File: src/rtl/sum_last4_inv.sv
// Inverse 4-tap moving sum: recovers the sample stream from windowed sums,
// flagging any sum that cannot have come from a valid DW-bit source stream.
module sum_last4_inv #(
    parameter int unsigned DW = 8,
    parameter int unsigned SW = DW + 2
) (
    input  logic          clk,
    input  logic          reset,
    input  logic          clear,
    input  logic          in_valid,
    input  logic [SW-1:0] sum_in,
    output logic          out_valid,
    output logic [DW-1:0] out,
    output logic          err,
    output logic [7:0]    count
);

    localparam int unsigned XW = SW + 2;
    localparam int unsigned CW = 8;
    localparam logic [SW-1:0] SUM_MAX = SW'(4 * ((1 << DW) - 1));
    localparam logic [CW-1:0] CNT_MAX = '1;

    logic [SW-1:0]        prev_sum_q, prev_sum_d;
    logic [3:0][DW-1:0]   hist_q, hist_d;
    logic [DW-1:0]        out_q, out_d;
    logic                 out_valid_q, out_valid_d;
    logic                 err_q, err_d;
    logic [CW-1:0]        count_q, count_d;

    logic [XW-1:0]        diff_c;
    logic                 diff_neg_c;
    logic                 diff_big_c;
    logic                 sum_big_c;

    // Two's-complement difference; XW bits cover -(2^SW-1) .. 2^SW-1 + 2^DW-1
    assign diff_c     = XW'(sum_in) - XW'(prev_sum_q) + XW'(hist_q[3]);
    assign diff_neg_c = diff_c[XW-1];
    assign diff_big_c = !diff_neg_c && (|diff_c[XW-2:DW]);
    assign sum_big_c  = sum_in > SUM_MAX;

    always_comb begin
        prev_sum_d  = prev_sum_q;
        hist_d      = hist_q;
        out_d       = out_q;
        out_valid_d = 1'b0;
        err_d       = err_q;
        count_d     = count_q;
        if (clear) begin
            prev_sum_d = '0;
            hist_d     = '0;
            out_d      = '0;
            err_d      = 1'b0;
            count_d    = '0;
        end else if (in_valid) begin
            out_d       = diff_c[DW-1:0];
            out_valid_d = 1'b1;
            hist_d      = {hist_q[2:0], diff_c[DW-1:0]};
            prev_sum_d  = sum_in;
            if (count_q != CNT_MAX) begin
                count_d = count_q + CW'(1);
            end
            if (diff_neg_c || diff_big_c || sum_big_c) begin
                err_d = 1'b1;
            end
        end
    end

    always_ff @(posedge clk or negedge reset) begin
        if (!reset) begin
            prev_sum_q  <= '0;
            hist_q      <= '0;
            out_q       <= '0;
            out_valid_q <= 1'b0;
            err_q       <= 1'b0;
            count_q     <= '0;
        end else begin
            prev_sum_q  <= prev_sum_d;
            hist_q      <= hist_d;
            out_q       <= out_d;
            out_valid_q <= out_valid_d;
            err_q       <= err_d;
            count_q     <= count_d;
        end
    end

    assign out       = out_q;
    assign out_valid = out_valid_q;
    assign err       = err_q;
    assign count     = count_q;

endmodule
File: config.mk
export PLATFORM = sky130hd
export DESIGN_NAME = sum_last4_inv
export DESIGN_NICKNAME = d
export VERILOG_FILES = /design/src/rtl/sum_last4_inv.sv
export SDC_FILE = /design/constraint.sdc
export NUM_CORES = 1
export LEC_CHECK = 0
export ABC_AREA = 1
export CAP_MARGIN = 20
export CORE_UTILIZATION = 60
export DETAILED_ROUTE_END_ITERATION = 8
export PLACE_DENSITY = 0.84
export SLEW_MARGIN = 30
export SYNTH_ARGS = -nofsm -noshare
export SYNTH_HDL_FRONTEND = slang
export SYNTH_SLANG_ARGS = --single-unit
File: constraint.sdc
create_clock -name clk -period 4.8 [get_ports clk]
set_input_delay 0.72 -clock clk [delete_from_list [all_inputs] [get_ports clk]]
set_output_delay 0.72 -clock clk [all_outputs]
set_load 0.005 [all_outputs]
==> summary.txt <==
Status
  – Outcome: complete, no violations

Synthesis
  – EDFF count, synth: 0
  – Warnings, synthesis: 0
  – Synth area leader: dfrtp_1
  – Post-Synthesis Cells: 388
  – Ys flop type: dfrtp_1
  – Mapped Nets: 424
  – Syn_area_per_cell: 7.97 µm²
  – Yosys cell types: 32
  – Post-synth ARST share: 100%
  – Post-synth top area share: 42.1%
  – Flops & latches, synth: 52
  – Synthesized area: 0.00309 mm²
  – Synth top area cells: dfrtp_1 (42%), nand2_1 (9.7%), inv_1 (9.3%)
  – Seq/Total Area, Yosys: 42.1%

Flow run
  – Max cap viols: 0

STA
  – Final min period: 3.43 ns
  – Setup TNS: 0 ns
  – Tcrit/Tclk final: 71.5%
  – Slew @ Worst Pin: 0.640 ns
  – Rel. slew slack: 57.4%
  – Setup Skew: 0.0106 ns
  – # setup viols final: 0
  – Final Hold Violating Endpoints: 0
  – Pins Over Slew Limit: 0
  – F_max: 292 MHz
  – Unrepaired setup endpoints after global routing: no

Placement
  – Placed cells: 471
  – Post-DP HPWL: 4.48 mm
  – # port buffers: 31
  – GP Congestion: 0.898

Clock network
  – Clk sink count: 52
  – Hold_buf cts: 0
  – Clock Latency Late Sink: 0.31 ns
  – Clk root buf: clkbuf_8
  – Post CTS Setup Buffer Count: 0
  – Clock Tree Buf Depth: 2
  – Clk slew on worst S/H paths: 0.08 ns
  – Resized Gates After CTS: 0
  – Max H-tree Level: 2
  – Total CTS buffers: 5
  – TritonCTS clock tree: built

Worst setup path
  – CP Data Required Time: 5.05 ns
  – Startpoint types: primary input
  – CP Capture Type: flop
  – Critical path type: in -> reg
  – Critical Path AT: 3.68 ns
  – Max FO, Critical Path: 3
  – Path depth of the worst reg2reg path: 20

Floorplan
  – Die X: 73.8 µm
  – Total Die Area: 0.00545 mm²
  – Io pins: 32
  – Site Rows: 25
  – Die Y: 73.8 µm
  – Starting Density: 63.8%
  – Core ar.: 0.00485 mm²

Routing
  – Via count of the routed design: 2528
  – Post-DR vias/cell: 5.28
  – Initial DRC count: 124
  – DRT antenna net count: 0
  – WL/cell: 12.7 µm
  – Drc violations: 0
  – Drt first pass iters: 4
  – Final WL: 6.06 mm

GRT
  – First-pass GRT wire length: 10.2 mm
  – Total GRT Usage: 24.4%
  – Antenna violations before repair: 0
  – Vias in the first global route: 2319
  – Largest net degree at the start of global routing: 53
  – Grt ovf: 0

Final layout
  – Final nets: 447
  – Layout cell share with drive strength beyond 1: 6.80%
  – Synth-to-layout area growth: 12.4%
  – Post-layout util: 71.7%
  – Ant diodes: 0
  – Fin cells: 479

Power and ir drop
  – Sw frac: 30.5%
  – VDD IR max: 0.188 mV
  – Cell Int Power: 0.684 mW
  – Pleak: 1.75 nW
  – Sw Pwr: 0.300 mW
  – Logic pwr share: 24.4%
  – Sequential power share: 48.7%
  – Clock share of power: 26.9%
  – Pwr dens: 283 mW/mm²

Hold path
  – Hold Path Stages: 2
  – Worst Hold Class: reg -> reg
-- stage by stage --
step | instance area (µm²) | hold slack, ns | total power [mW] | worst slack, ns
2_1_floorplan | 3090 | 0.424 | 0.648 | 1.77
3_3_place_gp | 3380 | 0.480 | 0.720 | 1.22
3_5_place_dp | 3380 | 0.471 | 0.727 | 1.11
4_1_cts | 3480 | 0.494 | 0.992 | 1.42
5_1_grt | 3480 | 0.536 | 1.04 | 1.08
6_report | 3480 | 0.492 | 0.983 | 1.37
-- Yosys cell counts, types with 3 or more instances --
library cell	number
xor2_1	3
nand3_1	20
buf_4	8
nand2_2	3
inv_2	5
a21oi_1	19
clkbuf_1	6
o21bai_1	3
nor2_1	14
xnor2_1	3
inv_1	77
nor3_1	3
ha_1	20
nor2_2	3
o22ai_1	26
nand2_1	80
dfrtp_1	52
o21ai_0	22
-- placed cells by master (no fill, tap or decap), drive strengths merged --
cell | synthesis | routed
xnor2 | 3 | 3
clkdlybuf4s50 | 0 | 30
buf | 8 | 2
nor2 | 18 | 18
nor3 | 4 | 4
ha | 20 | 20
o21bai | 3 | 3
clkbuf | 8 | 6
o21ai | 24 | 24
a211oi | 2 | 2
a21oi | 19 | 19
and2 | 1 | 1
nand2 | 85 | 85
nand4 | 2 | 2
fa | 2 | 2
or2 | 1 | 1
nand3b | 1 | 1
dfrtp | 52 | 52
inv | 83 | 84
nand3 | 22 | 22
o21a | 1 | 1
xor2 | 3 | 3
clkinv | 0 | 1
o22ai | 26 | 26
-- sequential cells by signal, indices dropped and copies added (netlist names) --
register    cells
count           8
hist_q         32
out_valid       1
prev_sum_q     10
err             1
-- routing by layer --
metal | routed length [µm] | track usage [%]
met3 | 217 | 5.08
met1 | 2800 | 31.8
met5 | 0 | 0
met2 | 2980 | 40.5
met4 | 70 | 8.33
-- logic make-up after synthesis --
logic type	share of synthesized area (%)
DFF	42.1
AOI/OAI and AO/OA	13.7
adders and majority gates	9.39
and+or+nand+nor	19.5
xor gates and xnor gates	1.70
buffers and inverters	13.7
-- critical path, cell delays in order --
cell and delay (ns):
clkdlybuf4s50_1 0.40, inv_1 0.10, ha_1 0.17, inv_1 0.07, fa_1 0.43, nand2_1 0.09, nand3_1 0.08, nand2_1 0.10
o21ai_0 0.09, xor2_1 0.20, ha_1 0.28, nand2_1 0.10, inv_1 0.05, a21oi_1 0.19, nand3_1 0.12, o21ai_0 0.17
nor2_1 0.06, nand2_1 0.06, inv_1 0.03, nand2_1 0.05, nand2_1 0.04, nand2_1 0.06
-- power by group through the flow --
| stage | sequential, mW | clock, mW | combinational [mW] |
|---|---|---|---|
| global placement | 0.486 | 0 | 0.234 |
| global route | 0.482 | 0.288 | 0.271 |
| floorplan | 0.485 | 0 | 0.162 |
| CTS | 0.479 | 0.271 | 0.242 |
| detailed placement | 0.488 | 0 | 0.240 |
| finish | 0.479 | 0.264 | 0.240 |
-- final cells by class --
class | instances | area, µm²
clock buffer | 6 | 82.6
clock inverter | 2 | 13.8
fill | 400 | 1370
inverter | 83 | 314
multi-input combinational | 237 | 1370
sequential | 52 | 1300
tap | 67 | 83.8
timing repair buffer | 32 | 313
-- worst paths after layout --
check | start | end | slack, ns
hold reg to reg | err | err | 0.49
hold / removal | err | err | 0.49
setup / recovery | sum_in[0] | err | 1.37
setup reg to reg | prev_sum_q[0] | err | 1.91
max in group asynchronous | reset | hist_q[8] | 3.85
min in group asynchronous | reset | count[5] | 0.51
Power figures use the tool's default switching activity.
